==> config.mk <==
export PLATFORM = sky130hd
export DESIGN_NAME = reg_file
export DESIGN_NICKNAME = d
export VERILOG_FILES = /design/src/rtl/mips_pkg.sv /design/src/rtl/wr_decoder.sv /design/src/rtl/reg_file.sv
export SDC_FILE = /design/constraint.sdc
export NUM_CORES = 2
export LEC_CHECK = 0
export CAP_MARGIN = 10
export CORE_ASPECT_RATIO = 0.6
export CORE_UTILIZATION = 39
export DETAILED_ROUTE_END_ITERATION = 12
export HOLD_SLACK_MARGIN = 0.06
export MAX_ROUTING_LAYER = met4
export PLACE_DENSITY = 0.53
export SKIP_CTS_REPAIR_TIMING = 1
export SYNTH_ARGS = -nofsm -noshare
export SYNTH_HDL_FRONTEND = slang
export SYNTH_SLANG_ARGS = --single-unit
==> constraint.sdc <==
create_clock -name clk -period 3.35 [get_ports clk]
set_clock_uncertainty 0.2 [all_clocks]
set_input_delay 0.67 -clock clk [delete_from_list [all_inputs] [get_ports clk]]
set_output_delay 0.67 -clock clk [all_outputs]
set_load 0.02 [all_outputs]
==> src/rtl/mips_pkg.sv <==
// Shared MIPS register-file types, sizes and well-known register addresses.
package mips_pkg;

  typedef logic [31:0] word_t;
  typedef logic [4:0]  reg_addr_t;

  localparam int        REG_COUNT = 32;
  localparam reg_addr_t REG_ZERO  = 5'd0;
  localparam reg_addr_t REG_SP    = 5'd29;
  localparam reg_addr_t REG_RA    = 5'd31;

endpackage

==> src/rtl/wr_decoder.sv <==
// One-hot write-enable demux for the register file; bit 0 never fires
// because register 0 is hardwired to zero.
import mips_pkg::*;

module wr_decoder #(
  parameter int ADDR_W = $bits(reg_addr_t)
) (
  input  logic                   we,
  input  logic [ADDR_W-1:0]      wa,
  output logic [2**ADDR_W-1:0]   sel
);

  always_comb begin
    // NOTE: default every output first so no path through the block leaves it unassigned (no latch).
    sel = '0;
    if (we) sel[wa] = 1'b1;
    sel[0] = 1'b0;
  end

endmodule

==> src/rtl/reg_file.sv <==
// MIPS register file: 2**ADDR_W x DATA_W, two combinational read ports, one
// clocked write port. Define REGFILE_BYPASS_EN for same-cycle write-to-read forwarding.
import mips_pkg::*;

module reg_file #(
  parameter int DATA_W = $bits(word_t),
  parameter int ADDR_W = $bits(reg_addr_t)
) (
  input  logic              clk,
  input  logic              rst_n,
  input  logic              we,
  input  logic [ADDR_W-1:0] wa,
  input  logic [DATA_W-1:0] wd,
  input  logic [ADDR_W-1:0] ra1,
  output logic [DATA_W-1:0] rd1,
  input  logic [ADDR_W-1:0] ra2,
  output logic [DATA_W-1:0] rd2
);

  localparam int NREG = 2**ADDR_W;

  logic [NREG-1:0]   wsel;
  logic [DATA_W-1:0] regs [NREG];

  wr_decoder #(.ADDR_W(ADDR_W)) u_wr_decoder (
    .we  (we),
    .wa  (wa),
    .sel (wsel)
  );

  assign regs[0] = '0;

  for (genvar i = 1; i < NREG; i++) begin : g_reg
    logic [DATA_W-1:0] q;

    // NOTE: every register sits on the async reset, so this storage maps to flops, not a RAM macro.
    always_ff @(posedge clk or negedge rst_n) begin
      // NOTE: non-blocking assignment keeps the update at the edge, after all reads of the old value.
      if (!rst_n)       q <= '0;
      else if (wsel[i]) q <= wd;
    end

    assign regs[i] = q;
  end

`ifdef REGFILE_BYPASS_EN
  logic wr_live;
  assign wr_live = we && (wa != ADDR_W'(REG_ZERO));
  assign rd1 = (wr_live && ra1 == wa) ? wd : regs[ra1];
  assign rd2 = (wr_live && ra2 == wa) ? wd : regs[ra2];
`else
  assign rd1 = regs[ra1];
  assign rd2 = regs[ra2];
`endif

  // Unknown write address would scribble an unpredictable register.
  always @(posedge clk) begin
    if (rst_n && we) begin
      assert (!$isunknown(wa))
        else $error("reg_file: write enabled with unknown address %b", wa);
    end
  end

endmodule
==> qor.txt <==
CTS tree = done
Clk buf depth = 3
Fill cells = 11.6k
R2r worst-path depth = 2
Switching Share = 28.7%
CTS Buf Count = 101
Vias = 35.8k
First-pass GRT wire length = 266000 um
P&R area growth vs syn = 24.1%
Die area = 0.138 sq mm
Async set-reset flop share out of synthesis = 100%
Top delay family on crit path = buffers and inverters
Sequential element share of the synthesized area = 46.6%
Most frequent cell after synthesis = mux2_2
IO Port Bufs = 113
Max cap viols = 0
Post-Route WL = 188000 um
Adder-cell share of the synthesized area = 0%
Synth top area cells = dfrtp_1, mux2_2, mux4_2
Syn_area_per_cell = 14.8 sq um
Share of cells above drive strength 1 = 58.9%
Clk network pwr share = 32.5%
Synth Warn # = 0
Sequential share of power = 43.4%
Row cnt = 104
Psw = 10.6 mW
GR Overflow Total = 0
DPL Wire Length = 123000 um
DR pass1 iterations = 5
Clk Latency, worst-skew pair = 0.73 ns
Via density = 6.07
Max FFs per register = 992
Final worst-path cycle share = 104%
Reg with most FFs = g.q
Pwr Density = 561 mW/mm^2
Routed Antenna Nets = 0
#FFs+latches synth = 992
Clock sink count = 992
Required @ worst endpoint = 2.48 ns
Post-synth top area share = 46.6%
Io pins = 114
Initial DRC count = 3183
R2R Path Start = g_reg[29].q[4]
Cells along the critical path = buf_16 > buf_12 > clkbuf_16 > buf_4 > mux4_2 > a22o_1 > o21ai_4 > o31ai_4 > buf_6
CTS clk-pin slew, worst paths = 0.06 ns
Final hold slack = 0.237 ns
Largest net degree at the start of global routing = 104
Reg-to-Reg End = g_reg[29].q[4]
Slew HR = 39.1%
Initial Utilization = 39.5%
Logic pwr share = 24.1%
Multi-input logic area = 0.0275 sq mm
Min-Delay Path Class = input pin to async pin
# DRC = 0
Flop2flop setup slack = 2.23 ns
Final-report setup violation count = 31
CP Max Fanout = 8
Synth area leader = dfrtp_1
Status = finished with violations
Crit path time final = 3.50 ns
Internal power = 26.4 mW
Worst EP arrival = 2.63 ns
Mapped cell area = 0.0532 sq mm
Violated checks = negative setup slack
Post-Synth Simple-Gate Area = 1.35%
Setup Crit Path Kind = input pin to output pin
VDD IR max = 0.444 mV
Worst Path Buf+Inv = 5
Worst setup path startpoint = ra1[0]
Final RePlAce weighted congestion = 0.841
Synth Instances = 3597
Initial antenna violation count = 3
Wire per inst = 31.9 um
Post-synthesis cell type count = 30
Final hold vios = 0
Top cells by count, synth = mux2_2, dfrtp_1, mux4_2, clkbuf_1, mux2i_1
Root buffer cell = clkbuf_16
Setup ws final = -0.149 ns
EDFF count, synth = 0
RSZ-0062 raised after global routing = true
Leak pwr = 28.9 nW
Worst-path cell with the longest stage delay = mux4_2
FF+latch area = 0.0248 sq mm
Total track usage = 27.5%
Pins Over Slew Limit = 0
Worst Tran Pin Value = 0.911 ns
Post-synthesis xor/xnor area fraction = 0%
Setup TNS Final = -2.34 ns
CP max stage delay = 0.50 ns
Crit end category = output pin
Main combinational cell family by area after synthesis = multiplexers
Die width = 479 um
Vias in the first global route = 35.3k
Post-synthesis compound-gate area fraction = 6.30%
F_max = 286 MHz
Nets = 4064
Crit start category = input pin
Syn nets = 3647
Largest registers = g.q (992)
Top FF cell, synth = dfrtp_1
H-tree depth = 3
Core Area = 0.135 sq mm
Share of synthesized area spent on multiplexers = 42.2%
Die H = 288 um
## cell families (layout without fill, tap and decap cells)
logic type | after synthesis | in the layout
AO/OA/AOI/OAI | 447 | 447
buffers and inverters | 398 | 901
flip-flops | 992 | 992
multiplexers | 1633 | 1633
other | 0 | 1
AND/OR/NAND/NOR | 127 | 127
## layout make-up
type | count | share of cell area (%)
Multi-Input combinational cell | 2207 | 41.7
Sequential cell | 992 | 37.6
Timing Repair Buffer | 710 | 12.0
Clock buffer | 145 | 4.65
Tap cell | 1802 | 3.41
Clock inverter | 44 | 0.621
Inverter | 2 | 0.0114
Antenna cell | 1 | 0.00379
## cell usage in the layout, fill, tap and decap left out, drive strengths merged, types with 19 or more instances in the layout
| cell | instances |
|---|---|
| clkinv | 31 |
| a211oi | 64 |
| mux4 | 384 |
| o21ai | 64 |
| clkdlybuf4s50 | 38 |
| o31ai | 64 |
| mux2i | 194 |
| and2 | 66 |
| nand2 | 19 |
| o22ai | 64 |
| buf | 636 |
| nor2 | 19 |
| mux2 | 1055 |
| clkbuf | 178 |
| a22o | 191 |
| dfrtp | 992 |
## worst register-to-register path: stages (launching register included)
cell	delay, ns
dfrtp_1	0.42
buf_4	0.15
mux2_2	0.24
## through the flow
stage	setup WS, ns	power, mW	util, %	area, sq um	std cells
global placement	-0.867	24.4	44.6	60100	5603
CTS	-0.861	36.7	47.2	63600	5792
finish	-0.149	37.1	49.0	66000	5903
global route	-0.187	38.6	49.0	66000	5903
floorplan	0.157	21.4	-	53200	3597
detailed placement	-0.861	24.6	44.6	60100	5603
## routing by layer
| metal | up-vias | routed length (um) | track usage (%) |
|---|---|---|---|
| li1 | 14853 | - | - |
| met1 | 19541 | 92300 | 42.6 |
| met2 | 1226 | 80300 | 37.8 |
| met3 | 210 | 12300 | 4.41 |
| met4 | 0 | 3360 | 4.96 |
| met5 | - | 0 | - |
## worst max-delay path by stage
stage	slack, ns	to	cells after the start
2_1_floorplan	0.16	rd1[30]	8
3_3_place_gp	-0.87	rd1[27]	9
3_5_place_dp	-0.86	rd1[27]	9
4_1_cts	-0.86	rd1[27]	9
5_1_grt	-0.19	rd1[22]	10
6_report	-0.15	rd1[0]	9
## power by group through the flow
stage,registers [mW],clock network (mW),logic [mW]
2_1_floorplan,15.6,0,5.79
3_3_place_gp,16.2,0,8.25
3_5_place_dp,16.2,0,8.38
4_1_cts,16.0,12.2,8.40
5_1_grt,16.4,12.7,9.46
6_report,16.1,12.0,8.94
Note: power is estimated with default switching activity, not from simulation.
